<file path="src/rtl/sha_mem_arbiter.sv">
// Round-robin arbiter sharing one single-port hash memory among NUM_REQ SHA-256 engines.
// Burst ownership with bounded length; read data is steered back to whichever requester issued the read.
module sha_mem_arbiter #(
    parameter int NUM_REQ   = 4,
    parameter int ADDR_W    = 16,
    parameter int DATA_W    = 32,
    parameter int MAX_BURST = 64
) (
    input  logic                      clk,
    input  logic                      reset,
    input  logic [NUM_REQ-1:0]        req,
    input  logic [NUM_REQ-1:0]        req_we,
    input  logic [NUM_REQ*ADDR_W-1:0] req_addr,
    input  logic [NUM_REQ*DATA_W-1:0] req_wdata,
    output logic [NUM_REQ-1:0]        gnt,
    output logic [NUM_REQ-1:0]        rvalid,
    output logic [DATA_W-1:0]         rdata,
    output logic                      mem_clk,
    output logic                      mem_we,
    output logic [ADDR_W-1:0]         mem_addr,
    output logic [DATA_W-1:0]         mem_write_data,
    input  logic [DATA_W-1:0]         mem_read_data
);
    localparam int IW = $clog2(NUM_REQ);
    localparam int BW = $clog2(MAX_BURST + 1);

    typedef enum logic {IDLE, BUSY} state_t;

    state_t             state_q, state_n;
    logic [IW-1:0]      owner_q, owner_n;
    logic [IW-1:0]      ptr_q, ptr_n;
    logic [IW-1:0]      rd_owner_q;
    logic [BW-1:0]      bcnt_q, bcnt_n;
    logic [NUM_REQ-1:0] gnt_q, gnt_n;
    logic               rd_pend_q;

    logic               access, owner_we, others, at_limit;
    logic [IW-1:0]      owner_inc, win_ptr, win_next;
    logic [ADDR_W-1:0]  addr_arr  [NUM_REQ];
    logic [DATA_W-1:0]  wdata_arr [NUM_REQ];

    for (genvar g = 0; g < NUM_REQ; g++) begin : g_unpack
        assign addr_arr[g]  = req_addr[g*ADDR_W +: ADDR_W];
        assign wdata_arr[g] = req_wdata[g*DATA_W +: DATA_W];
    end

    function automatic logic [NUM_REQ-1:0] onehot(input logic [IW-1:0] idx);
        logic [NUM_REQ-1:0] v;
        v = '0;
        v[idx] = 1'b1;
        return v;
    endfunction

    // First asserted request scanning start, start+1, ... modulo NUM_REQ.
    function automatic logic [IW-1:0] pick(input logic [NUM_REQ-1:0] r, input logic [IW-1:0] start);
        logic [IW-1:0] win;
        logic [IW-1:0] sel;
        int            idx;
        win = '0;
        for (int k = NUM_REQ - 1; k >= 0; k--) begin
            idx = (int'(start) + k) % NUM_REQ;
            sel = IW'(idx);
            if (r[sel]) win = sel;
        end
        return win;
    endfunction

    assign access    = |(gnt_q & req);
    assign owner_we  = req_we[owner_q];
    assign others    = |(req & ~onehot(owner_q));
    assign at_limit  = bcnt_q >= BW'(MAX_BURST - 1);
    assign owner_inc = (owner_q == IW'(NUM_REQ - 1)) ? '0 : owner_q + 1'b1;
    assign win_ptr   = pick(req, ptr_q);
    assign win_next  = pick(req, owner_inc);

    always_comb begin
        state_n = state_q;
        owner_n = owner_q;
        ptr_n   = ptr_q;
        bcnt_n  = bcnt_q;
        gnt_n   = gnt_q;
        if (access && bcnt_q != BW'(MAX_BURST)) bcnt_n = bcnt_q + 1'b1;
        case (state_q)
            IDLE: begin
                if (|req) begin
                    owner_n = win_ptr;
                    gnt_n   = onehot(win_ptr);
                    bcnt_n  = '0;
                    state_n = BUSY;
                end
            end
            BUSY: begin
                if (!req[owner_q]) begin
                    ptr_n = owner_inc;
                    if (|req) begin
                        owner_n = win_next;
                        gnt_n   = onehot(win_next);
                        bcnt_n  = '0;
                    end else begin
                        gnt_n   = '0;
                        state_n = IDLE;
                    end
                end else if (access && at_limit && others) begin
                    // Burst budget spent while someone waits: hand over next cycle.
                    ptr_n   = owner_inc;
                    owner_n = win_next;
                    gnt_n   = onehot(win_next);
                    bcnt_n  = '0;
                end
            end
            default: state_n = IDLE;
        endcase
    end

    always_ff @(posedge clk) begin
        if (reset) begin
            state_q    <= IDLE;
            owner_q    <= '0;
            ptr_q      <= '0;
            bcnt_q     <= '0;
            gnt_q      <= '0;
            rd_pend_q  <= 1'b0;
            rd_owner_q <= '0;
        end else begin
            state_q    <= state_n;
            owner_q    <= owner_n;
            ptr_q      <= ptr_n;
            bcnt_q     <= bcnt_n;
            gnt_q      <= gnt_n;
            rd_pend_q  <= access & ~owner_we;
            rd_owner_q <= owner_q;
        end
    end

    // Read return follows the issuing requester, not the current grant.
    assign rvalid         = rd_pend_q ? onehot(rd_owner_q) : '0;
    assign gnt            = gnt_q;
    assign rdata          = mem_read_data;
    assign mem_clk        = clk;
    assign mem_we         = access & owner_we;
    assign mem_addr       = access ? addr_arr[owner_q] : '0;
    assign mem_write_data = access ? wdata_arr[owner_q] : '0;
endmodule

</file>
<file path="config.mk">
export PLATFORM = sky130hd
export DESIGN_NAME = sha_mem_arbiter
export DESIGN_NICKNAME = d
export VERILOG_FILES = /design/src/rtl/sha_mem_arbiter.sv
export SDC_FILE = /design/constraint.sdc
export NUM_CORES = 1
export LEC_CHECK = 0
export BUFFER_PORTS_ARGS = -buffer_cell sky130_fd_sc_hd__buf_2
export CORE_AREA = 2 2 125 127
export DETAILED_ROUTE_END_ITERATION = 10
export DIE_AREA = 0 0 127 129
export GPL_ROUTABILITY_DRIVEN = 0
export GPL_TIMING_DRIVEN = 0
export HOLD_SLACK_MARGIN = 0.05
export SETUP_SLACK_MARGIN = 0.5
export SLEW_MARGIN = 20
export SYNTH_ARGS = -nofsm -noshare
export SYNTH_HDL_FRONTEND = slang
export SYNTH_SLANG_ARGS = --single-unit
export TNS_END_PERCENT = 30
</file>
<file path="constraint.sdc">
create_clock -name clk -period 7.65 [get_ports clk]
set_clock_uncertainty 0.2 [all_clocks]
set_input_delay 1.1475 -clock clk [delete_from_list [all_inputs] [get_ports clk]]
set_output_delay 1.1475 -clock clk [all_outputs]
set_load 0.05 [all_outputs]
</file>
==> flow_metrics.py, run 1 <==
metrics = {
    "layout": {
        "drive_above_1_share_pct": 67.70,
        "final_common_cell": "buf_2",
        "areaGrowthSynthToFinish_pct": 62.75,
        "fillers": 1628,
        "ff_latch_area_um2": 380.4,
        "finalNetCount": 823,
        "fin_cells": 771,
        "layout_common_cells": "buf_2 (294), mux4_2 (50), and2_1 (50)",
        "final_util_pct": 31.83,
        "multi_input_area_mm2": 0.002167,
    },
    "clock_network": {
        "clk_latency_ns": 0.37,
        "cts_tree": "yes",
        "cts_hold_buf": 0,
        "post_cts_buffers": 0,
        "cts_resized": 0,
        "path_clk_slew_ns": 0.06,
    },
    "setup_path": {
        "reg2reg_from": "owner_q[1]",
        "cp_max_fo": 2,
        "critPathCaptureType": "output port",
        "rrSetupSlack_ns": 4.45,
        "worstSetupPathType": "clock port to output port",
        "rr_worst_depth": 9,
        "crit_required_ns": 6.30,
        "worstPathArrival_ns": 4.38,
        "rr_endpoint": "gnt[2]",
        "critPathLaunchType": "clock port",
    },
    "timing": {
        "setup_viol": 0,
        "hold_violations": 0,
        "slew_viol_final": 0,
        "relSlewSlack_pct": 55.37,
        "worst_pin_slew_ns": 0.6694,
        "tns_ns": 0,
        "rsz0062_at_grt": "false",
    },
    "die": {
        "placementRows": 45,
        "fp.dieArea_mm2": 0.01638,
        "die_h_um": 129,
        "boundaryPins": 324,
        "initial_core_util_pct": 19.56,
        "die_width_um": 127,
        "coreArea_mm2": 0.01498,
    },
    "yosys": {
        "ys_warn_count": 0,
        "synth_edf_count": 0,
        "synth_nets": 526,
        "synth-seq-area-share_pct": 12.99,
        "ys_ff_latch": 19,
        "synth_cell_types": 45,
        "synthArstFlopShare_pct": 0,
        "syn_inst": 286,
        "synth_ff_type": "dfxtp_1",
        "synthesis.area_per_instance_um2": 10.24,
        "syn-cell-area_mm2": 0.002929,
    },
    "job": {
        "maxCapViolCount": 0,
    },
    "global_routing": {
        "grt_overflow": 0,
        "antenna_found_initial": 1,
        "grt_use_total_pct": 14.12,
        "grt_pass1_wl_mm": 17.99,
        "grt_max_degree": 11,
        "grt_pass1_vias": 3494,
    },
    "pwr": {
        "vdd_drop_max_v": 0.00009781,
        "leakage_nw": 2.366,
        "p_per_area_mw_per_mm2": 198.5,
    },
    "placement": {
        "dp.cells": 763,
        "dp_hpwl_mm": 11.13,
        "io_buffers": 289,
    },
    "route": {
        "ant_nets": 0,
        "dr_total_vias": 3528,
        "wl_per_cell_um": 16.55,
        "drt_iter0_markers": 96,
        "routed_via_density": 4.576,
        "route.detailed.drc": 0,
        "totalWireLength_mm": 12.76,
        "firstDrtPassIters": 4,
    },
    "worst_hold_path": {
        "hold_start": "ptr_q[0]",
        "hp-class": "register to register",
        "min_to": "ptr_q[0]",
        "hold_depth": 2,
    },
    "run_status": {
        "outcome": "complete, no violations",
    },
}
-- stage by stage --
stage                     power [mW]  setup slack (ns)  area, µm²  hold slack [ns]
after global routing          0.9951             1.914       4765           0.3696
after CTS                     0.9578             1.919       4765           0.3214
after floorplan               0.5976             2.310       2929           0.2749
final                         0.9461             1.922       4767           0.3272
after global placement        0.7631             2.178       4611           0.3091
after detailed placement      0.7668             2.178       4611           0.3133
-- synthesized netlist by cell type, types with 3 or more instances --
cell      count  area [µm²]
a21o_1        5       37.54
clkbuf_1     10       37.54
nand3_1       4       20.02
and2_1       50       312.8
nand2b_1      8       50.05
ha_1          6       75.07
a21oi_1      14       70.07
and3_1        3       18.77
mux4_2       50        1126
xor2_1        4       35.03
dfxtp_1      19       380.4
nor2_1       16       60.06
a311oi_1      5       43.79
nand2_1       5       18.77
buf_4        35       262.8
o21ai_0       4       20.02
a22oi_1       4       30.03
buf_2         5       25.02
inv_1         6       22.52
-- worst max-delay path, stage by stage --
cell and delay (ns):
clkbuf_16 0.12, clkbuf_16 0.13, buf_4 0.11, buf_2 0.20
-- sequential cells by signal (all words and copies together) (netlist names) --
signal / count
bcnt_q: 7
gnt: 4
rd_pend_q: 1
rd_owner_q: 2
state_q: 1
ptr_q: 2
owner_q: 2
-- area by class of cell --
class / count / area share, %
multi-input cells: 206 / 45.46
plain buffers: 53 / 7.375
repair buffers: 288 / 30.24
well taps: 188 / 4.934
flip-flops and latches: 19 / 7.979
inverters: 8 / 0.6299
diodes: 1 / 0.05249
clock buffers: 8 / 3.333
-- where the power goes --
group / internal, mW / switching, mW
clock: 0.148 / 0.0734
sequential: 0.107 / 0.00817
combinational: 0.227 / 0.383
-- worst max-delay path by stage --
stage,startpoint,endpoint,cells past startpoint
after floorplan,clk,mem_clk,1
after global placement,clk,mem_clk,2
after detailed placement,clk,mem_clk,2
after CTS,clk,mem_clk,4
after global routing,clk,mem_clk,4
final,clk,mem_clk,4
-- layer usage --
layer  vias to the layer above  share of wire, %  track usage, %
met4                         0              0.58           2.004
met5                         -                 0               0
li1                       1644                 -               -
met1                      1687                39           16.66
met2                       188                54           27.26
met3                         9               6.8           2.495
-- kinds of logic after synthesis --
family          Yosys count  share of synthesized area, %
compound gates           43                         10.68
xor+xnor                  6                         1.794
fa+ha+maj                 6                         2.563
buf+inv                  61                         13.03
flops                    19                         12.99
mux                      52                         39.17
simple gates             99                         19.78
No activity file was read; power rests on OpenSTA's default activity.
==> inputs of run 2 (changes only) <==
--- a/config.mk
+++ b/config.mk
@@ -5,10 +5,11 @@
 export SDC_FILE = /design/constraint.sdc
 export NUM_CORES = 1
 export LEC_CHECK = 0
+export ABC_AREA = 1
 export BUFFER_PORTS_ARGS = -buffer_cell sky130_fd_sc_hd__buf_2
-export CORE_AREA = 2 2 125 127
+export CORE_AREA = 2 2 124 126
 export DETAILED_ROUTE_END_ITERATION = 10
-export DIE_AREA = 0 0 127 129
+export DIE_AREA = 0 0 126 128
 export GPL_ROUTABILITY_DRIVEN = 0
 export GPL_TIMING_DRIVEN = 0
 export HOLD_SLACK_MARGIN = 0.05
==> constraint.sdc (replaced) <==
create_clock -name clk -period 5.1 [get_ports clk]
set_clock_uncertainty 0.2 [all_clocks]
set_input_delay 0.765 -clock clk [delete_from_list [all_inputs] [get_ports clk]]
set_output_delay 0.765 -clock clk [all_outputs]
set_load 0.05 [all_outputs]
==> run 2 against run 1 <==
Effect of this change:
- power rose to 3.3 times the previous value
- clock-buffer cell count fell by 1
- routed wire length rose by 40%
- register-to-register slack got worse by 2.4 ns
- critical path type unchanged
==> flow_metrics.py, run 2 <==
metrics = {
    "run_status": {
        "outcome": "complete, no violations",
    },
    "route": {
        "route.detailed.drc": 0,
        "dr_total_vias": 5379,
        "ant_nets": 0,
        "drt_iter0_markers": 325,
        "firstDrtPassIters": 5,
        "routed_via_density": 4.629,
        "totalWireLength_mm": 17.91,
        "wl_per_cell_um": 15.41,
    },
    "die": {
        "initial_core_util_pct": 23.16,
        "die_h_um": 128,
        "fp.dieArea_mm2": 0.01613,
        "coreArea_mm2": 0.01486,
        "boundaryPins": 324,
        "die_width_um": 126,
        "placementRows": 45,
    },
    "global_routing": {
        "grt_pass1_vias": 4804,
        "grt_overflow": 0,
        "grt_max_degree": 12,
        "grt_pass1_wl_mm": 26.22,
        "antenna_found_initial": 6,
        "grt_use_total_pct": 20.49,
    },
    "setup_path": {
        "worstPathArrival_ns": 3.11,
        "cp_max_fo": 2,
        "critPathLaunchType": "clock port",
        "crit_required_ns": 4.14,
        "critPathCaptureType": "output port",
        "worstSetupPathType": "clock port to output port",
        "rrSetupSlack_ns": 2.07,
    },
    "pwr": {
        "combPwrFrac_pct": 82.8,
        "p_sw_share_pct": 65.23,
        "finalPower_mw": 3.157,
        "internal_power_mw": 1.098,
        "vdd_drop_max_v": 0.0003676,
        "p_per_area_mw_per_mm2": 595.3,
        "p_seq_share_pct": 6.6,
        "switchingPower_mw": 2.059,
        "clockPowerShare_pct": 10.6,
        "leakage_nw": 2.908,
    },
    "timing": {
        "relSlewSlack_pct": 58.15,
        "tns_ns": 0,
        "worst_pin_slew_ns": 0.6277,
        "rsz0062_at_grt": "false",
        "setup_ws_ns": 1.026,
        "whs_ns": 0.3413,
        "hold_violations": 0,
        "slew_viol_final": 0,
        "setup_viol": 0,
    },
    "yosys": {
        "synth_nets": 911,
        "synthesis.area_per_instance_um2": 5.132,
        "syn_inst": 671,
        "synth_ff_type": "dfxtp_1",
        "synthArstFlopShare_pct": 0,
        "yosysTopAreaCellShare_pct": 23.76,
        "ys_warn_count": 0,
        "ys_ff_latch": 19,
        "yosysTopAreaCell": "nor2_1",
        "ys_top_cells_by_count": "nor2_1 (218), o21ai_0 (101), nand2_1 (100), a21oi_1 (57), buf_4 (35)",
        "synth-seq-area-share_pct": 11.05,
        "post-synth-top-count-cell": "nor2_1",
        "synth_cell_types": 37,
        "synth_edf_count": 0,
        "syn-cell-area_mm2": 0.003443,
        "ys_top_cells_by_area": "nor2_1 (24%), o21ai_0 (15%), dfxtp_1 (11%)",
    },
    "layout": {
        "areaGrowthSynthToFinish_pct": 54.00,
        "fillers": 1754,
        "final_common_cell": "buf_2",
        "drive_above_1_share_pct": 38.08,
        "largest_reg_flops": 7,
        "multi_input_area_mm2": 0.002497,
        "top_register": "bcnt_q",
        "finalNetCount": 1210,
        "ff_latch_area_um2": 380.4,
        "layout_common_cells": "buf_2 (301), nor2_1 (218), o21ai_0 (101)",
        "fin_cells": 1162,
    },
    "clock_network": {
        "cts_tree": "yes",
        "cts_hold_buf": 0,
        "clk_latency_ns": 0.38,
        "path_clk_slew_ns": 0.06,
        "post_cts_buffers": 0,
        "cts_resized": 0,
    },
    "job": {
        "maxCapViolCount": 0,
    },
    "worst_hold_path": {
        "hp-class": "register to register",
    },
    "placement": {
        "io_buffers": 291,
        "dp.cells": 1150,
        "dp_hpwl_mm": 14.74,
        "place_ws_ns": 1.285,
    },
}
## run 2: power by group through the flow
stage	Sequential, mW	Clock [mW]	Combinational, mW
after global routing	0.214	0.349	2.86
after CTS	0.209	0.337	2.62
after detailed placement	0.212	0.0479	2.61
final	0.210	0.333	2.61
after global placement	0.212	0.0479	2.60
after floorplan	0.242	0.0423	1.89
## run 2: stage by stage
step | util (%) | cell area, µm²
3_5_place_dp | 34.55 | 5135
3_3_place_gp | 34.55 | 5135
5_1_grt | 35.66 | 5300
4_1_cts | 35.59 | 5290
2_1_floorplan | - | 3443
6_report | 35.67 | 5303
## run 2: cell families (layout without fill, tap and decap cells)
kind of cell / count (synthesis) / after routing / share of synthesized area, %
buf+inv: 107 / 405 / 16.42
fa+ha+maj: 6 / 6 / 2.180
xor+xnor: 5 / 5 / 1.272
flops: 19 / 19 / 11.05
compound gates: 174 / 174 / 26.60
simple gates: 360 / 360 / 42.48
other cells: 0 / 5 / 0
## run 2: area by class of cell
cell class / count / share of cell area, %
well taps: 188 / 4.436
inverters: 34 / 2.501
clock buffers: 7 / 2.926
diodes: 5 / 0.2360
repair buffers: 290 / 27.37
plain buffers: 73 / 8.164
clock inverters: 1 / 0.09438
flip-flops and latches: 19 / 7.173
multi-input cells: 545 / 47.10
## run 2: worst paths after layout
check              from       to  cells past startpoint
max                 clk  mem_clk                      4
max reg2reg  owner_q[1]   gnt[1]                     14
min reg2reg      gnt[3]   gnt[3]                      2
min              gnt[3]   gnt[3]                      2
## run 2: metal layers
| metal | vias up | share of wire [%] | GRT usage (%) |
|---|---|---|---|
| met2 | 220 | 49 | 34.79 |
| met1 | 2389 | 42 | 27.27 |
| li1 | 2741 | - | - |
| met5 | - | 0.15 | 0 |
| met4 | 4 | 1.7 | 4.977 |
| met3 | 25 | 6.9 | 3.214 |
## run 2: worst max-delay path, stage by stage
cell and delay [ns]:
clkbuf_16 0.12, clkbuf_16 0.13, buf_4 0.11, buf_2 0.20
